## src/rtl/instr_fetch.sv

```systemverilog
// Instruction fetch stage: PC register, IR capture and one-cycle-penalty redirects.
// Supports JR, J/JAL, conditional branch, hazard stall and a halt opcode.
module instr_fetch #(
    parameter logic [31:0] RESET_PC    = 32'h0000_0000,
    parameter logic [5:0]  HALT_OPCODE = 6'b111111
) (
    input  logic        clock,
    input  logic        reset,
    input  logic        stall,
    input  logic        Jump,
    input  logic        JumpReg,
    input  logic        Jal,
    input  logic        And,
    input  logic        AluZero,
    input  logic [31:0] RegAddr,
    input  logic [31:0] instr_in,
    output logic [31:0] instr_addr,
    output logic [31:0] instr_out,
    output logic [31:0] ir_pc_plus4,
    output logic        ir_valid,
    output logic        ra_write,
    output logic        halted
);

    typedef enum logic {RUN, HALT} state_t;

    state_t      state;
    logic [31:0] pc;
    logic [31:0] ir_pc;
    logic [31:0] br_off;
    logic [31:0] next_pc;
    logic        active;
    logic        halt_hit;
    logic        taken;
    logic        redirect;

    assign instr_addr  = pc;
    assign ir_pc_plus4 = ir_pc + 32'd4;

    // Flags only mean something for a real instruction in RUN with no hazard.
    assign active   = ir_valid & ~stall & (state == RUN);
    assign halt_hit = active & (instr_out[31:26] == HALT_OPCODE);
    assign taken    = And & AluZero;
    assign redirect = active & (JumpReg | Jump | taken);
    assign ra_write = active & Jal & Jump;

    assign br_off = {{14{instr_out[15]}}, instr_out[15:0], 2'b00};

    always_comb begin
        next_pc = pc + 32'd4;
        if (JumpReg)
            next_pc = RegAddr & ~32'd3;
        else if (Jump)
            next_pc = {ir_pc_plus4[31:28], instr_out[25:0], 2'b00};
        else if (taken)
            next_pc = ir_pc_plus4 + br_off;
    end

    always_ff @(posedge clock or posedge reset) begin
        if (reset) begin
            pc        <= RESET_PC;
            instr_out <= 32'd0;
            ir_pc     <= 32'd0;
            ir_valid  <= 1'b0;
            state     <= RUN;
            halted    <= 1'b0;
        end else if (state == RUN && !stall) begin
            if (halt_hit) begin
                state     <= HALT;
                halted    <= 1'b1;
                instr_out <= 32'd0;
                ir_valid  <= 1'b0;
            end else if (redirect) begin
                // Sequential word fetched this cycle is squashed.
                pc        <= next_pc;
                instr_out <= 32'd0;
                ir_valid  <= 1'b0;
            end else begin
                instr_out <= instr_in;
                ir_pc     <= pc;
                ir_valid  <= 1'b1;
                pc        <= pc + 32'd4;
            end
        end
    end

endmodule

```

## config.mk

```make
export PLATFORM = sky130hd
export DESIGN_NAME = instr_fetch
export DESIGN_NICKNAME = d
export VERILOG_FILES = /design/src/rtl/instr_fetch.sv
export SDC_FILE = /design/constraint.sdc
export NUM_CORES = 1
export LEC_CHECK = 0
export BUFFER_PORTS_ARGS = -buffer_cell sky130_fd_sc_hd__buf_2
export CAP_MARGIN = 15
export CELL_PAD_IN_SITES_DETAIL_PLACEMENT = 1
export CELL_PAD_IN_SITES_GLOBAL_PLACEMENT = 1
export CORE_MARGIN = 5
export CORE_UTILIZATION = 43
export CTS_CLUSTER_SIZE = 20
export DETAILED_ROUTE_END_ITERATION = 7
export PLACE_DENSITY_LB_ADDON = 0.08
export SYNTH_ARGS = -nofsm -noshare
export SYNTH_HDL_FRONTEND = slang
export SYNTH_SLANG_ARGS = --single-unit
```

## constraint.sdc

```tcl
create_clock -name clock -period 8.3 [get_ports clock]
set_input_delay 0.415 -clock clock [delete_from_list [all_inputs] [get_ports clock]]
set_output_delay 0.415 -clock clock [all_outputs]
set_load 0.05 [all_outputs]
```

==> results of run 1 <==
[cells by family after synthesis]
logic type	share of synthesized area, %
XOR/XNOR	7.36
AND/OR/NAND/NOR	23.0
AO/OA/AOI/OAI	25.0
multiplexers	0.298
buffers and inverters	3.66
flip-flops	34.3
adder cells (fa/ha/maj)	6.41
[metrics by stage]
stage                     std cells  worst slack (ps)  power [mW]  utilization [%]  instance area [um2]
after detailed placement       1240              3990        2.09             49.5                 8150
after floorplan                 890              4090        1.70                -                 7140
after global routing           1257              3500        2.66             51.5                 8470
final                          1257              3900        2.53             51.5                 8470
after global placement         1240              4110        2.06             49.5                 8150
after CTS                      1256              3930        2.52             51.3                 8440
[cell usage after synthesis, types with 3 or more instances]
library cell	instances
a31oi_1	13
nand4_1	19
a2111oi_0	3
a221oi_1	6
clkbuf_1	37
a21oi_1	74
nand2_1	171
or4_1	3
nand3_1	36
a22o_1	28
o21bai_1	4
and2_1	8
nor3_1	23
a211oi_1	11
ha_1	35
o211a_1	3
nor4_1	8
a221o_1	5
inv_1	20
o21a_1	6
buf_1	6
a211o_1	3
xnor2_1	34
o31ai_1	3
o21ai_1	7
a21o_1	9
xor2_1	26
o22ai_1	3
o21ai_0	64
o211ai_1	8
and4_1	7
nor2_1	52
dfrtp_1	98
o221ai_1	6
and3_1	10
[placed cells by master (no fill, tap or decap), drive strengths merged, types with 7 or more instances in the layout]
master  netlist  layout
o211ai        8       8
and2          9       9
a211oi       11      11
buf          10     178
a21o          9       9
nand2       171     171
and4          7       7
xnor2        34      34
clkbuf       37      12
nor2         52      52
nand3        38      38
ha           35      35
a21oi        74      74
dfrtp        98      98
xor2         26      26
o21ai        71      71
a22o         28      28
nor3         24      24
inv          20      20
and3         10      10
nor4         10      10
a31oi        13      13
nand4        19      19
[flip-flops by register name (all words and copies together) (netlist names)]
signal,count
instr_out,32
state,1
ir_pc,32
instr_addr,32
ir_valid,1
[report_power, final]
part	total (mW)	internal (mW)	switching, mW	leakage, nW
clock network	0.419	0.227	0.192	0.141
registers	0.784	0.586	0.198	1.22
logic	1.33	0.387	0.938	2.58
total	2.53	1.20	1.33	3.94
[worst register-to-register path, stage by stage (launching register included)]
cell and delay [ps]:
dfrtp_1 480, nand4_1 310, nor3_1 590, nand4_1 290, nor3_1 280, xor2_1 260, ha_1 350, a21oi_1 300
o221ai_1 180, a21oi_1 250, a31oi_1 140, xor2_1 210, a2111oi_0 470, o31ai_1 140
[final timing paths]
path	from	endpoint	slack, ps	cells past startpoint
max in group asynchronous	reset	ir_pc[22]$_DFFE_PP0P_	7380	4
min in group clock	instr_in[2]	instr_out[2]$_DFFE_PP0P_	280	2
worst max-delay path	ir_pc[5]$_DFFE_PP0P_	instr_addr[26]$_DFFE_PP0P_	3900	13
worst min register to register	instr_addr[0]$_DFFE_PP0P_	ir_pc[0]$_DFFE_PP0P_	500	2
worst min-delay path	reset	instr_out[1]$_DFFE_PP0P_	9	2
worst max register to register	ir_pc[5]$_DFFE_PP0P_	instr_addr[26]$_DFFE_PP0P_	3900	13
[cell type report]
cell class / count / area share [%]
multi-input combinational: 725 / 52.4
clock buffer: 12 / 3.15
tap: 220 / 3.25
clock inverter: 4 / 0.295
inverter: 20 / 0.916
timing repair buffer: 178 / 11.0
sequential: 98 / 28.9
[metal layers]
metal	share of wire (%)	vias to the layer above	wire [um]
met5	0	-	0
met4	2.7	0	769
met3	6.1	54	1730
met2	44	275	12600
met1	47	3695	13400
li1	-	3536	-
==> flow_metrics.py, run 1 <==
metrics = {
    "grt": {
        "use_met1_pct": 42.7,
        "use_met3_pct": 4.62,
        "top_usage_layer": "met2",
        "antenna_found_initial": 0,
        "grt_start_max_net_pins": 79,
        "grt_use_total_pct": 29.3,
        "grt_pass1_vias": 7739,
        "grt.overflow.total": 0,
        "grt_first_pass_wirelength_um": 45100,
        "use_met2_pct": 44.6,
    },
    "timing": {
        "hold_ws_ps": 8.81,
        "rsz0062_at_grt": "no",
        "fin_crit_ps": 4400,
        "worst_clock_skew_ps": 7.51,
        "worst_pin_slew_ps": 877,
        "period_share_pct": 53.0,
        "slew_viol_final": 0,
        "fmax_mhz": 228,
        "finalSetupViolCount": 0,
        "tns_ps": 0,
        "finalHoldViolCount": 0,
        "slew_headroom_pct": 41.4,
    },
    "final_layout": {
        "area_growth_syn_to_layout_pct": 18.6,
        "drive_gt1_share_pct": 20.3,
        "diodes": 0,
        "nets": 1140,
        "final-seq-area_um2": 2450,
        "multi_input_area_um2": 4440,
        "fillers": 2080,
    },
    "synth": {
        "yosys_warnings": 0,
        "synthCells": 890,
        "syn-cell-area_um2": 7140,
        "synth_flop_cell": "dfrtp_1",
        "synthTopCellsByArea": "dfrtp_1, nand2_1, ha_1, a21oi_1, o21ai_0",
        "yosysTopAreaCell": "dfrtp_1",
        "ys_seq_elements": 98,
        "yosysSeqAreaShare_pct": 34.3,
        "ys_types": 67,
        "avgSynthCellArea_um2": 8.02,
        "synth.net_count": 998,
        "synth_edf_count": 0,
        "synth.top_cell.area_share_pct": 34.3,
        "postSynth.asyncResetShare_pct": 100,
    },
    "critical_path": {
        "endpoint_kind": "register",
        "cpPeakStageDelay_ps": 590,
        "crit_path_top_delay_cell": "nor3_1",
        "worst_ep_required_time_ps": 8500,
        "critPathLaunchType": "register",
        "cp_max_fo": 7,
        "cpLargestDelayFamily": "compound AO/OA/AOI/OAI gates",
        "crit_arrival_ps": 4600,
        "path_class": "register to register",
        "critPathBufInv": 0,
        "path_cells": "nand4_1 -> nor3_1 -> nand4_1 -> nor3_1 -> xor2_1 -> ha_1 -> a21oi_1 -> o221ai_1 -> a21oi_1 -> a31oi_1 -> xor2_1 -> a2111oi_0 -> o31ai_1",
    },
    "routing": {
        "final_antenna_net_count": 0,
        "firstDrtPassIters": 7,
        "drcViolationCount": 0,
        "drt_iter0_markers": 552,
        "viasPerCell": 6.01,
        "wl_um": 28500,
        "post_drt_wl_per_cell_um": 22.7,
        "vias": 7560,
    },
    "power": {
        "powerDensity_nw_per_um2": 298,
        "ir_worst_vdd_uv": 129,
        "power_leakage_nw": 3.94,
    },
    "cts": {
        "cts_root_buffer": "clkbuf_16",
        "postCtsResizedCells": 0,
        "insertion_delay_ps": 350,
        "clkTransAtPathRegs_ps": 70,
        "cts_tree": "built",
        "cts_buffer_depth": 2,
        "cts_sinks": 98,
        "cts-buffers-inserted": 9,
        "ctsHoldBuffers": 0,
        "htreeDepth": 3,
        "cts_setup_buffers": 0,
    },
    "place": {
        "portBuffers": 168,
        "place_congestion": 0.905,
        "dp_hpwl_um": 21000,
    },
    "die": {
        "io_pins": 171,
        "die_w_um": 139,
        "die_y_um": 139,
        "dieArea_um2": 19300,
        "initial_core_util_pct": 43.4,
        "coreArea_um2": 16500,
        "rows": 47,
    },
    "status": {
        "status": "completed",
    },
    "min_path": {
        "holdCritPathClass": "input pin to async pin",
    },
    "job": {
        "maxCapViolCount": 0,
    },
}
No activity file was read; power rests on OpenSTA's default activity.
==> run 2: changes to the inputs <==
Settings changed: ABC_AREA set to 1, CORE_UTILIZATION 43 to 39.
Clock period 8.3 ns to 4.6 ns, I/O delays scaled along.
==> flow_metrics.py, run 2 <==
metrics = {
    "status": {
        "status": "completed",
    },
    "routing": {
        "wl_um": 33000,
        "final_antenna_net_count": 0,
        "drcViolationCount": 0,
        "viasPerCell": 5.30,
        "firstDrtPassIters": 4,
        "post_drt_wl_per_cell_um": 19.5,
        "vias": 8954,
        "drt_iter0_markers": 458,
    },
    "place": {
        "dp_hpwl_um": 26200,
        "dp_cells": 1674,
        "place_congestion": 0.908,
        "portBuffers": 168,
    },
    "power": {
        "clkPwrFrac_pct": 17.7,
        "powerDensity_nw_per_um2": 499,
        "p_int_mw": 2.22,
        "power_leakage_nw": 5.17,
        "power.total_mw": 4.80,
        "ir_worst_vdd_uv": 216,
        "power_frac_comb_pct": 53.9,
        "p_sw_mw": 2.58,
        "seqPwrFrac_pct": 28.4,
        "swShare_pct": 53.8,
    },
    "job": {
        "maxCapViolCount": 0,
    },
    "synth": {
        "synthCells": 1258,
        "yosysSeqAreaShare_pct": 29.9,
        "ys_top_cells_by_count": "nand2_1, inv_1, nor2_1, dfrtp_1, nand3_1",
        "yosysMostFrequentCell": "nand2_1",
        "yosysTopAreaCell": "dfrtp_1",
        "ys_seq_elements": 98,
        "syn-cell-area_um2": 8220,
        "synth_flop_cell": "dfrtp_1",
        "synth.top_cell.area_share_pct": 29.9,
        "postSynth.asyncResetShare_pct": 100,
        "synth.net_count": 1366,
        "ys_types": 41,
        "synth_edf_count": 0,
        "yosys_warnings": 0,
        "synthTopCellsByArea": "dfrtp_1, nand2_1, inv_1, nor2_1, ha_1",
        "avgSynthCellArea_um2": 6.53,
    },
    "critical_path": {
        "path_class": "register to register",
        "cp_max_fo": 5,
        "endpoint_kind": "register",
        "cpPeakStageDelay_ps": 470,
        "critPathLaunchType": "register",
        "crit_arrival_ps": 3950,
        "r2r_cells": 23,
        "reg2reg_setup_slack_ps": 900,
        "crit_path_top_delay_cell": "dfrtp_1",
        "worst_ep_required_time_ps": 4850,
        "critPathMostFrequentCell": "nand2_1",
        "path_cells": "nand2_1 -> nor2_2 -> nand2_2 -> inv_2 -> nand2_2 -> inv_2 -> nand2_1 -> nor3_2 -> nand2_2 -> nor2_1 -> xnor2_1 -> inv_1 -> ha_1 -> nand2_1 -> nor2_1 -> nor3b_1 -> nand3_1 -> nand4_1 -> nand3_1 -> nand2_1 -> nand2_1 -> nand2_1 -> nand2_1",
    },
    "timing": {
        "rsz0062_at_grt": "no",
        "finalHoldViolCount": 0,
        "worst_pin_slew_ps": 1030,
        "slew_viol_final": 0,
        "fmax_mhz": 270,
        "finalSetupViolCount": 0,
        "tns_ps": 0,
        "slew_headroom_pct": 31.1,
        "period_share_pct": 80.5,
        "worst_clock_skew_ps": 21.1,
        "fin_crit_ps": 3700,
    },
    "die": {
        "initial_core_util_pct": 39.3,
        "die_y_um": 155,
        "dieArea_um2": 24100,
        "coreArea_um2": 20900,
        "rows": 53,
        "die_w_um": 155,
        "io_pins": 171,
    },
    "cts": {
        "cts-buffers-inserted": 9,
        "cts_tree": "built",
        "clkTransAtPathRegs_ps": 80,
        "cts_buffer_depth": 2,
        "cts_root_buffer": "clkbuf_16",
        "postCtsResizedCells": 0,
        "insertion_delay_ps": 370,
        "cts_sinks": 98,
        "cts_setup_buffers": 0,
        "htreeDepth": 3,
        "ctsHoldBuffers": 0,
    },
    "grt": {
        "grt_first_pass_wirelength_um": 52300,
        "grt_use_total_pct": 27.8,
        "grt_start_max_net_pins": 70,
        "grt_pass1_vias": 9480,
        "grt.overflow.total": 0,
        "antenna_found_initial": 0,
    },
    "final_layout": {
        "diodes": 0,
        "layout_commonest_cell": "nand2_1",
        "final_cell_mix": "nand2_1, buf_2, inv_1",
        "final_cells": 1689,
        "nets": 1518,
        "drive_gt1_share_pct": 16.2,
        "area_growth_syn_to_layout_pct": 17.1,
    },
    "min_path": {
        "holdCritPathClass": "input pin to async pin",
    },
}
## run 2: cell count changes after synthesis, moves of 11 or more
cell	previous run	this run
inv_1	20	155
a211oi_1	11	0
nand3_1	36	69
nor3_1	23	12
buf_2	2	18
xnor2_1	34	16
nor2_1	52	120
nand2_1	171	403
a31oi_1	13	0
xor2_1	26	41
clkbuf_1	37	16
a22oi_1	1	13
## run 2: cell type report
class / instances / area (um2)
timing repair buffer: 179 / 923
clock inverter: 6 / 91.3
inverter: 163 / 614
sequential: 98 / 2450
clock buffer: 9 / 225
fill: 2850 / 11300
multi-input combinational: 959 / 4970
tap: 275 / 344
## run 2: per-layer routing
metal	vias up	GRT usage, %	part of all wire, %
li1	4371	-	-
met1	4284	37.4	46
met2	253	45.4	45
met3	46	5.37	6.0
met4	0	8.37	2.7
met5	-	0	0
## run 2: critical path: cells and delay by family, from the launching register on
kind                     cells  cell delay, ps
XOR/XNOR                     1             140
adder cells (fa/ha/maj)      1             360
buffers and inverters        3             260
flip-flops                   1             470
AND/OR/NAND/NOR             18            2360
## run 2: stage by stage
| step | worst slack (ps) | hold slack, ps | util [%] | instance area [um2] |
|---|---|---|---|---|
| after floorplan | 892 | 351 | - | 8220 |
| after detailed placement | 941 | 451 | 44.5 | 9310 |
| after global placement | 996 | 440 | 44.5 | 9310 |
| after CTS | 906 | 65.9 | 46.1 | 9620 |
| final | 899 | 60.2 | 46.1 | 9620 |
| after global routing | 447 | 68.1 | 46.1 | 9620 |
## run 2: path summary, 6_finish.rpt
kind | end | from
hold reg to reg | ir_pc[31]$_DFFE_PP0P_ | ir_pc[31]$_DFFE_PP0P_
hold / removal | instr_out[25]$_DFFE_PP0P_ | reset
setup reg to reg | instr_addr[24]$_DFFE_PP0P_ | ir_pc[4]$_DFFE_PP0P_
max in group asynchronous | instr_addr[15]$_DFFE_PP0P_ | reset
min in group clock | instr_out[6]$_DFFE_PP0P_ | instr_in[6]
setup / recovery | instr_addr[24]$_DFFE_PP0P_ | ir_pc[4]$_DFFE_PP0P_
## run 2: power by group through the flow
stage / Sequential [mW] / Combinational (mW) / Clock [mW]
after floorplan: 1.69 / 1.48 / 0
after global placement: 1.37 / 2.54 / 0
after detailed placement: 1.37 / 2.58 / 0
after CTS: 1.36 / 2.60 / 0.858
after global routing: 1.40 / 2.83 / 0.890
final: 1.36 / 2.59 / 0.851
## run 2: kinds of logic (layout without fill, tap and decap cells)
logic type / count (synthesis) / after routing / share of synthesized area [%]
compound gates: 206 / 206 / 15.2
xor+xnor: 57 / 57 / 6.08
fa+ha+maj: 36 / 36 / 5.57
buf+inv: 201 / 357 / 9.64
flops: 98 / 98 / 29.9
simple gates: 660 / 660 / 33.7
==> run 3: changes to the inputs <==
Settings changed: ABC_AREA 1 to 0, CORE_UTILIZATION 39 to 36.
Clock period 4.6 ns to 3.2 ns, I/O delays scaled along.
==> flow_metrics.py, run 3 (synthesized netlist as in run 1, its figures left out) <==
metrics = {
    "place": {
        "portBuffers": 168,
        "dp_cells": 1455,
        "place_area_um2": 10000,
        "dp_hpwl_um": 26000,
        "place_congestion": 0.911,
    },
    "critical_path": {
        "path_class": "register to register",
        "cp_max_fo": 5,
        "crit_arrival_ps": 3670,
        "endpoint_kind": "register",
        "r2r-start": "ir_pc[14]$_DFFE_PP0P_",
        "critPathLaunchType": "register",
        "worst_ep_required_time_ps": 3440,
        "worstSetupStartpoint": "ir_pc[14]$_DFFE_PP0P_",
    },
    "grt": {
        "grt_start_max_net_pins": 82,
        "grt_use_total_pct": 30.4,
        "grt.overflow.total": 0,
        "antenna_found_initial": 1,
        "grt_pass1_vias": 8857,
        "grt_first_pass_wirelength_um": 52300,
    },
    "cts": {
        "cts_tree": "built",
        "htreeDepth": 3,
        "cts_buffer_depth": 2,
        "insertion_delay_ps": 380,
        "clkTransAtPathRegs_ps": 80,
        "cts_sinks": 98,
        "cts-buffers-inserted": 9,
        "cts_root_buffer": "clkbuf_16",
    },
    "timing": {
        "fmax_mhz": 292,
        "fin_crit_ps": 3420,
        "tns_ps": -1780,
        "finalHoldViolCount": 0,
        "worst_pin_slew_ps": 923,
        "rsz0062_at_grt": "yes",
        "slew_headroom_pct": 37.9,
        "setup_slack_ps": -225,
        "slew_viol_final": 0,
        "worst_clock_skew_ps": 8.72,
        "period_share_pct": 107,
        "finalSetupViolCount": 15,
    },
    "final_layout": {
        "drive_gt1_share_pct": 41.1,
        "final-seq-area_um2": 2460,
        "layout_commonest_cell": "buf_4",
        "nets": 1347,
        "final_cells": 1509,
        "multi_input_area_um2": 5450,
        "design_area_um2": 11200,
        "area_growth_syn_to_layout_pct": 56.5,
        "fillers": 2349,
        "final_cell_mix": "buf_4, nand2_1, buf_2",
        "diodes": 0,
    },
    "min_path": {
        "hp-start": "instr_in[23]",
        "holdCritPathClass": "input pin to register",
    },
    "status": {
        "violations": "setup timing",
        "status": "complete, but fails checks",
    },
    "power": {
        "power_leakage_nw": 5.17,
        "powerDensity_nw_per_um2": 731,
        "power.total_mw": 8.18,
        "ir_worst_vdd_uv": 542,
    },
    "routing": {
        "viasPerCell": 5.80,
        "final_antenna_net_count": 0,
        "vias": 8757,
        "drcViolationCount": 0,
        "wl_um": 35600,
        "post_drt_wl_per_cell_um": 23.6,
        "drt_iter0_markers": 652,
        "firstDrtPassIters": 5,
    },
    "die": {
        "dieArea_um2": 22800,
        "die_y_um": 151,
        "initial_core_util_pct": 36.6,
        "coreArea_um2": 19500,
        "io_pins": 171,
        "rows": 51,
        "die_w_um": 151,
    },
    "job": {
        "maxCapViolCount": 0,
    },
}
run 3: changes by cell type in the layout (fill, tap and decap cells not counted), sizes merged, moves of 12 or more:
cell / before / now
a22oi: 13 / 1
nor2: 133 / 52
xnor2: 16 / 34
inv: 164 / 23
dlygate4sd3: 0 / 19
xor2: 41 / 26
nand2: 411 / 171
a31oi: 0 / 13
buf: 179 / 364
nand3: 71 / 38
run 3: power by group:
part / internal, mW / total [mW] / switching, mW
Combinational: 2.00 / 5.03 / 3.03
Sequential: 1.52 / 2.00 / 0.473
Clock: 0.567 / 1.15 / 0.586
run 3: path summary, 6_finish.rpt:
check                                             endpoint  slack, ps  cells past startpoint
worst max register to register  instr_addr[31]$_DFFE_PP0P_       -220                     17
worst min register to register        ir_pc[0]$_DFFE_PP0P_        520                      2
min in group asynchronous         instr_out[1]$_DFFE_PP0P_        270                      3
worst max-delay path            instr_addr[31]$_DFFE_PP0P_       -220                     17
worst min-delay path             instr_out[23]$_DFFE_PP0P_          5                      2
max in group asynchronous            ir_pc[30]$_DFFE_PP0P_       2100                      5
run 3: timing repair:
action / CTS / global route
pin swaps: 26 / 48
endpoints found under the hold margin: 18 / 13
buffers inserted: 8 / 10
gates cloned: 0 / 0
setup endpoints to repair: 16 / 22
hold buffers: 18 / 1
gates resized for setup: 38 / 68
run 3: area by class of cell:
cell class	instances	share of cell area (%)
multi-input cells	725	48.7
repair buffers	385	23.0
flip-flops and latches	98	22.0
well taps	265	2.97
clock buffers	10	2.14
inverters	20	0.694
clock inverters	6	0.504
run 3: stage by stage:
stage	util (%)	hold slack, ps	worst slack [ps]
2_1_floorplan	-	258	-340
3_3_place_gp	51.3	368	-222
3_5_place_dp	51.3	380	-376
4_1_cts	54.9	0.664	-159
5_1_grt	57.3	3.49	-395
6_report	57.3	4.95	-225
run 3: routing by layer:
| layer | global-route usage (%) | up-vias | share of wire (%) |
|---|---|---|---|
| met2 | 46.8 | 357 | 46 |
| met5 | 0 | - | 0.031 |
| met1 | 42.4 | 4371 | 44 |
| li1 | - | 3955 | - |
| met3 | 6.31 | 72 | 6.8 |
| met4 | 10.7 | 2 | 3.2 |
run 3: critical path, cell delays in order, from the launching register on:
cell and delay, ps:
dfrtp_2 370, and3_4 200, and4_4 270, nand2_2 100, nor3_4 270, buf_4 170, nand3_4 120, nor2_4 220
and3_4 240, xor2_4 190, ha_4 240, a21oi_2 190, nand3_1 100, o21ai_1 100, a41o_1 170, o21ai_2 80
xnor2_1 160, o211ai_1 100
